### src/rtl/set_pipe_exec_pkg.sv
// Shared definitions for the set-instruction pipeline: op encodings, instruction
// field offsets and immediate extension.
// Optional feature macro: SET_SIGN_EXT_EN (sign-extend immediates for SET/ADDI).
package set_pipe_pkg;

  typedef enum logic [1:0] {
    OP_NOP   = 2'b00,
    OP_SET   = 2'b01,
    OP_SETHI = 2'b10,
    OP_ADDI  = 2'b11
  } op_t;

  // Widest immediate/data path ext() can serve; callers truncate to DW.
  localparam int MAXW = 64;

  // Instruction layout: {op[1:0], imm[IMMW-1:0], rd[RW-1:0]}.
  function automatic int op_lsb(input int immw, input int rw);
    return immw + rw;
  endfunction

  function automatic int imm_lsb(input int rw);
    return rw;
  endfunction

  // Extend an IMMW-bit immediate to MAXW bits. Zero-extension matches the base
  // ILA semantics; the sign-extending build replicates imm[immw-1].
  function automatic logic [MAXW-1:0] ext(input logic [MAXW-1:0] imm, input int immw);
    logic [MAXW-1:0] r;
    r = '0;
    for (int i = 0; i < MAXW; i++) begin
      if (i < immw) begin
        r[i] = imm[i];
      end
`ifdef SET_SIGN_EXT_EN
      else if (immw > 0) begin
        r[i] = imm[immw-1];
      end
`endif
    end
    return r;
  endfunction

endpackage

### src/rtl/set_pipe_exec_if.sv
// Instruction intake and writeback bundle of the set-instruction pipeline.
// Ports: in_valid/in_ready/inst/stall (towards the unit), wb_valid/wb_idx/wb_data (from it).
// Modports: master = instruction source / observer, slave = execution unit.
interface set_pipe_exec_if #(
  parameter int NREG = 4,
  parameter int DW   = 8,
  parameter int IMMW = 4
);
  localparam int RW = $clog2(NREG);
  localparam int IW = 2 + IMMW + RW;

  logic          in_valid;
  logic          in_ready;
  logic [IW-1:0] inst;
  logic          stall;
  logic          wb_valid;
  logic [RW-1:0] wb_idx;
  logic [DW-1:0] wb_data;

  modport master (
    output in_valid, inst, stall,
    input  in_ready, wb_valid, wb_idx, wb_data
  );

  modport slave (
    input  in_valid, inst, stall,
    output in_ready, wb_valid, wb_idx, wb_data
  );

endinterface

### src/rtl/set_pipe_exec_alu.sv
// Combinational result generator for NOP/SET/SETHI/ADDI.
// Ports: op, imm (IMMW), src (current rd value, DW) -> result (DW).
// Extension mode follows SET_SIGN_EXT_EN via set_pipe_pkg::ext().
module set_pipe_alu
  import set_pipe_pkg::*;
#(
  parameter int DW   = 8,
  parameter int IMMW = 4
) (
  input  op_t             op,
  input  logic [IMMW-1:0] imm,
  input  logic [DW-1:0]   src,
  output logic [DW-1:0]   result
);

  logic [DW-1:0] imm_ext;
  logic [DW-1:0] hi_val;

  assign imm_ext = DW'(ext(MAXW'(imm), IMMW));

  // SETHI places imm in the top bits and keeps the low bits of rd.
  generate
    if (IMMW == DW) begin : g_hi_full
      assign hi_val = imm;
    end else begin : g_hi_part
      assign hi_val = {imm, src[DW-IMMW-1:0]};
    end
  endgenerate

  always_comb begin
    result = src;
    case (op)
      OP_SET:   result = imm_ext;
      OP_SETHI: result = hi_val;
      OP_ADDI:  result = src + imm_ext;
      default:  result = src;
    endcase
  end

endmodule

### src/rtl/set_pipe_exec.sv
// Two-stage execution unit for register-immediate set instructions; owns the regfile.
// Ports: clk, rst_n (sync, active-low), bus (set_pipe_exec_if.slave), regs_flat (NREG*DW).
// Accept -> S1 (decode) -> S2 (result) -> commit; S2->S1 bypass; stall freezes all state.
// Optional macro: SET_SIGN_EXT_EN (handled inside set_pipe_pkg::ext()).
module set_pipe_exec
  import set_pipe_pkg::*;
#(
  parameter int NREG = 4,
  parameter int DW   = 8,
  parameter int IMMW = 4
) (
  input  logic                 clk,
  input  logic                 rst_n,
  set_pipe_exec_if.slave       bus,
  output logic [NREG*DW-1:0]   regs_flat
);

  localparam int RW      = $clog2(NREG);
  localparam int OP_LSB  = op_lsb(IMMW, RW);
  localparam int IMM_LSB = imm_lsb(RW);

  logic [DW-1:0]   rf [NREG];

  logic            s1_v;
  op_t             s1_op;
  logic [IMMW-1:0] s1_imm;
  logic [RW-1:0]   s1_rd;

  logic            s2_v;
  logic [RW-1:0]   s2_idx;
  logic [DW-1:0]   s2_data;

  logic            wb_valid_q;
  logic [RW-1:0]   wb_idx_q;
  logic [DW-1:0]   wb_data_q;

  logic            accept;
  logic [DW-1:0]   src_val;
  logic [DW-1:0]   alu_res;

  assign bus.in_ready = !bus.stall;
  assign accept       = bus.in_valid && !bus.stall;

  // The S2 result has not reached the regfile yet, so a dependent S1 takes it directly.
  assign src_val = (s2_v && (s2_idx == s1_rd)) ? s2_data : rf[s1_rd];

  set_pipe_alu #(
    .DW   (DW),
    .IMMW (IMMW)
  ) u_alu (
    .op     (s1_op),
    .imm    (s1_imm),
    .src    (src_val),
    .result (alu_res)
  );

  always_ff @(posedge clk) begin
    if (!rst_n) begin
      for (int i = 0; i < NREG; i++) begin
        rf[i] <= '0;
      end
      s1_v       <= 1'b0;
      s1_op      <= OP_NOP;
      s1_imm     <= '0;
      s1_rd      <= '0;
      s2_v       <= 1'b0;
      s2_idx     <= '0;
      s2_data    <= '0;
      wb_valid_q <= 1'b0;
      wb_idx_q   <= '0;
      wb_data_q  <= '0;
    end else if (bus.stall) begin
      // Everything holds; only the commit strobe drops.
      wb_valid_q <= 1'b0;
    end else begin
      s1_v <= accept;
      if (accept) begin
        s1_op  <= op_t'(bus.inst[OP_LSB +: 2]);
        s1_imm <= bus.inst[IMM_LSB +: IMMW];
        s1_rd  <= bus.inst[RW-1:0];
      end

      // A NOP travels through S1 but never becomes a write.
      s2_v    <= s1_v && (s1_op != OP_NOP);
      s2_idx  <= s1_rd;
      s2_data <= alu_res;

      wb_valid_q <= s2_v;
      if (s2_v) begin
        rf[s2_idx] <= s2_data;
        wb_idx_q   <= s2_idx;
        wb_data_q  <= s2_data;
      end
    end
  end

  assign bus.wb_valid = wb_valid_q;
  assign bus.wb_idx   = wb_idx_q;
  assign bus.wb_data  = wb_data_q;

  generate
    for (genvar g = 0; g < NREG; g++) begin : g_flat
      assign regs_flat[g*DW +: DW] = rf[g];
    end
  endgenerate

endmodule
### src/flat_wrapper.sv
// flat-port wrapper written by rule: the top's interface ports become plain ports
module set_pipe_exec_flat import set_pipe_pkg::*;
#(
  parameter int NREG = 4,
  parameter int DW   = 8,
  parameter int IMMW = 4
)
  (clk, rst_n, regs_flat, bus_in_valid, bus_inst, bus_stall, bus_in_ready, bus_wb_valid, bus_wb_idx, bus_wb_data);
  set_pipe_exec_if #(.NREG(NREG), .DW(DW), .IMMW(IMMW)) bus_i ();
  input  logic clk;
  input  logic rst_n;
  output logic [NREG*DW-1:0] regs_flat;
  input wire logic [$bits(bus_i.in_valid)-1:0] bus_in_valid;
  input wire logic [$bits(bus_i.inst)-1:0] bus_inst;
  input wire logic [$bits(bus_i.stall)-1:0] bus_stall;
  output wire logic [$bits(bus_i.in_ready)-1:0] bus_in_ready;
  output wire logic [$bits(bus_i.wb_valid)-1:0] bus_wb_valid;
  output wire logic [$bits(bus_i.wb_idx)-1:0] bus_wb_idx;
  output wire logic [$bits(bus_i.wb_data)-1:0] bus_wb_data;
  assign bus_i.in_valid = bus_in_valid;
  assign bus_i.inst = bus_inst;
  assign bus_i.stall = bus_stall;
  assign bus_in_ready = bus_i.in_ready;
  assign bus_wb_valid = bus_i.wb_valid;
  assign bus_wb_idx = bus_i.wb_idx;
  assign bus_wb_data = bus_i.wb_data;
  set_pipe_exec #(.NREG(NREG), .DW(DW), .IMMW(IMMW)) u_core (.clk(clk), .rst_n(rst_n), .bus(bus_i), .regs_flat(regs_flat));
endmodule
### config.mk
export PLATFORM = sky130hd
export DESIGN_NAME = set_pipe_exec_flat
export DESIGN_NICKNAME = d
export VERILOG_FILES = /design/src/rtl/set_pipe_exec_pkg.sv /design/src/rtl/set_pipe_exec_if.sv /design/src/rtl/set_pipe_exec_alu.sv /design/src/rtl/set_pipe_exec.sv /design/src/flat_wrapper.sv
export SDC_FILE = /design/constraint.sdc
export NUM_CORES = 1
export LEC_CHECK = 0
export ABC_AREA = 1
export BUFFER_PORTS_ARGS = -buffer_cell sky130_fd_sc_hd__buf_2
export CORE_MARGIN = 2
export CORE_UTILIZATION = 51
export DETAILED_ROUTE_END_ITERATION = 7
export GPL_TIMING_DRIVEN = 1
export PLACE_DENSITY = 0.76
export SKIP_LAST_GASP = 1
export SLEW_MARGIN = 20
export SYNTH_ARGS = -nofsm -noshare
export SYNTH_HDL_FRONTEND = slang
export SYNTH_HIERARCHICAL = 1
export SYNTH_SLANG_ARGS = --single-unit
### constraint.sdc
create_clock -name clk -period 2.45 [get_ports clk]
set_clock_uncertainty 0.15 [all_clocks]
set_input_delay 0.3675 -clock clk [delete_from_list [all_inputs] [get_ports clk]]
set_output_delay 0.3675 -clock clk [all_outputs]
set_load 0.005 [all_outputs]
==> run metrics <==
final wirelength 8040 µm; IO buf count 55; CP bufs+invs 2; GPL Wtd Cong 0.919; layout cell share with drive strength beyond 1 0.289; Worst EP required 2.51 ns; largest fanout on the critical path 6; cell taking the most area after synthesis edfxtp_1; critical path arrival 2.43 ns; fmax 0.422 GHz; Total GRT Usage 0.222; setup violators final 0; flop2flop setup slack 0.08 ns; Clock Sinks 65; DR pass1 iterations 6; vias in the first global route 2,810; Reg clk slew, reported paths about 0.070 ns; syn_nets approximately 440; FILL cells 547; #FFs+latches synth 65; fin crit share 0.968; MaxCap Viol Count 0; I/O Pins 56; synth unique cells 28; critical path type register to register; largest family of logic cells by synthesized area simple AND/OR/NAND/NOR gates; Worst setup EP type register; Worst R2R Start u_core/s2_idx[0]$_SDFFE_PN0N_; adder-cell share of the synthesized area 0.0211; Iteration-0 DRC Markers 376; Die H roughly 85 µm; R2R Path End u_core/s2_data[7]$_SDFFE_PN0N_; CTS buffer count 9; most frequent cell after synthesis nand2_1; most instantiated cells after synthesis 105 x nand2_1, 70 x inv_1, 48 x nand3_1, 33 x dfxtp_1, 32 x edfxtp_1; hpwl dp 5980 µm; Initial Util 0.525; row cnt 29; top_reg_cell synth dfxtp_1; maximum clock insertion buffer count 2; Rel. slew slack 0.743; pin count of the biggest net entering global routing 34; Final Max Slew Viols 0; Avg Vias per Cell 5.29; worst slew pin tran approximately 0.38 ns; Final TNS setup 0 ns; area share of the largest cell type after synthesis 0.290; CTS tree done; H-tree levels 3; number of hold violations in the final report 0; unrepaired setup endpoints after global routing true; number of antenna repair diodes 0; Area contributors post-synth edfxtp_1 29%, dfxtp_1 20%, nand2_1 12%, inv_1 7.9%, nand3_1 7.2%; sequential area share after synthesis 0.489; Congestion Overflow GR 0; core box area 0.00631 mm²; first-pass GRT wire length 12,600 µm; hold path depth 3; Hold EP u_core/s1_imm[0]$_SDFFE_PN0N_; XOR/XNOR share of the synthesized area 0.00264; post-synthesis simple-gate area fraction 0.307; Startpoint Class register; leakage power ~2.1 nW; DRC Markers 0; Syn Area/Cell 7.82 µm²; async set-reset flop share out of synthesis 0; slowest stage delay, CP 0.36 ns; cells along the critical path inv_2 > nand2_1 > nand2_2 > nand3_2 > buf_4 > nand2_1 > nand2_2 > ha_4 > nand3_2 > nand3_2 > nand2_1 > nand2_1 > nand2_1 > nand3_1 > nand2_1 > o21ai_0 > a21oi_1; Area Overhead vs Synth 21.6%; Clk Latency, worst-skew pair between 0.3 and 0.4 ns; Min Clock Period, post-route around 2.4 ns; die area 0.00716 mm²; post-synthesis mux area share 0; post-synthesis instance total 424; peak supply drop 0.000492 V; Post-synth EDFFs 32; DIE WIDTH 84.6 µm; Synth Area in Compound Gates 0.0679; Power Dens Cells a little over 600 mW/mm²; FF-to-FF path depth 17; status finished, final reports clean; Root Buffer clkbuf_8; Ys Warns 6; WL/cell 13.9 µm; Nets 513; Post-Syn Area 0.00332 mm²; total number of vias 3,060; HP Class primary input to register; antenna violations before repair 0; crit-path leading delay family simple AND/OR/NAND/NOR gates; Slowest cell on crit path dfxtp_4; Hold Path Origin bus_inst[2]; hold slack roughly 0.13 ns; Top cell by count, worst path nand2_1; Final ANT Viol Nets 0
-- through the flow --
| stage | cell area, µm² | setup slack (ns) | power [mW] | std cells | util |
|---|---|---|---|---|---|
| 3_3_place_gp | 3730 | 0.0459 | 1.60 | 559 | 0.592 |
| 4_1_cts | 3920 | 0.0297 | 2.40 | 575 | 0.620 |
| 3_5_place_dp | 3730 | -0.0169 | 1.62 | 559 | 0.592 |
| 2_1_floorplan | 3320 | 0.0477 | 1.50 | 424 | - |
| 6_report | 4030 | 0.0794 | 2.44 | 578 | 0.639 |
| 5_1_grt | 4030 | -0.0419 | 2.54 | 578 | 0.639 |
-- registers in the layout, indices dropped and copies added (netlist names), 2 cells and up, named ones only --
name	cells
u_core/s1_imm	4
u_core/rf	32
u_core/s1_op	2
u_core/s1_rd	2
u_core/bus.wb_idx	2
u_core/s2_idx	2
u_core/bus.wb_data	8
u_core/s2_data	8
-- cells in the final DEF (no fill, tap or decap), drive strengths merged --
| cell type | netlist | layout |
|---|---|---|
| a21oi | 16 | 16 |
| buf | 8 | 74 |
| clkbuf | 5 | 11 |
| clkinv | 1 | 3 |
| clkinvlp | 0 | 2 |
| dfxtp | 33 | 33 |
| edfxtp | 32 | 32 |
| fa | 1 | 1 |
| ha | 4 | 4 |
| inv | 79 | 80 |
| nand2 | 117 | 117 |
| nand3 | 53 | 53 |
| nand3b | 1 | 1 |
| nand4 | 5 | 5 |
| nor2 | 41 | 41 |
| o21ai | 22 | 22 |
| o221ai | 1 | 1 |
| o22ai | 3 | 3 |
| o31ai | 1 | 1 |
| xor2 | 1 | 1 |
-- final cells by class --
class / count / area [µm²] / area share
flip-flops and latches: 65 / 1630 / 0.405
multi-input cells: 266 / 1410 / 0.349
repair buffers: 74 / 422 / 0.105
inverters: 80 / 300 / 0.0745
clock buffers: 11 / 131 / 0.0326
well taps: 77 / 96.3 / 0.0239
clock inverters: 5 / 41.3 / 0.0102
-- per-layer routing --
metal	share of wire	GRT usage
met5	0	0
met3	0.068	0.0442
met1	0.41	0.279
met2	0.49	0.367
met4	0.034	0.104
-- cells by family (layout without fill, tap and decap cells) --
group | Yosys count | in the layout
buf+inv | 93 | 170
xor+xnor | 1 | 1
fa+ha+maj | 5 | 5
flops | 65 | 65
compound gates | 43 | 43
simple gates | 217 | 217
-- worst max-delay path by stage --
stage,from,to,slack (ns),cells past startpoint
2_1_floorplan,register,u_core/s2_data[6]$_SDFFE_PN0N_,0.05,19
3_3_place_gp,register,u_core/s2_data[6]$_SDFFE_PN0N_,0.05,17
3_5_place_dp,u_core/s2_idx[1]$_SDFFE_PN0N_,u_core/s2_data[6]$_SDFFE_PN0N_,-0.02,15
4_1_cts,u_core/s2_v$_SDFFE_PN0N_,u_core/s2_data[6]$_SDFFE_PN0N_,0.03,15
5_1_grt,u_core/s2_idx[0]$_SDFFE_PN0N_,u_core/s2_data[7]$_SDFFE_PN0N_,-0.04,17
6_report,u_core/s2_idx[0]$_SDFFE_PN0N_,u_core/s2_data[7]$_SDFFE_PN0N_,0.08,17
-- worst reg2reg max path, delay by kind of cell, from the launching register on --
family / cells / cell delay [ns]
DFF: 1 / 0.36
adders and majority gates: 1 / 0.32
buffers and inverters: 2 / 0.22
and+or+nand+nor: 12 / 0.99
AOI/OAI and AO/OA: 2 / 0.20
-- where the power goes --
part,leakage [nW],internal [mW],switching [mW]
Combinational,1.39,0.156,0.250
Clock,0.0801,0.374,0.417
Sequential,0.605,1.19,0.0516
-- what timing repair did --
action                                 4_1_cts  5_1_grt
endpoints found under the hold margin        0        0
setup buffers                                0        3
resized for setup                            5       28
hold buffers                                 0        0
pin swaps                                    0        7
setup endpoints to repair                    2        7
Power figures use the tool's default switching activity.
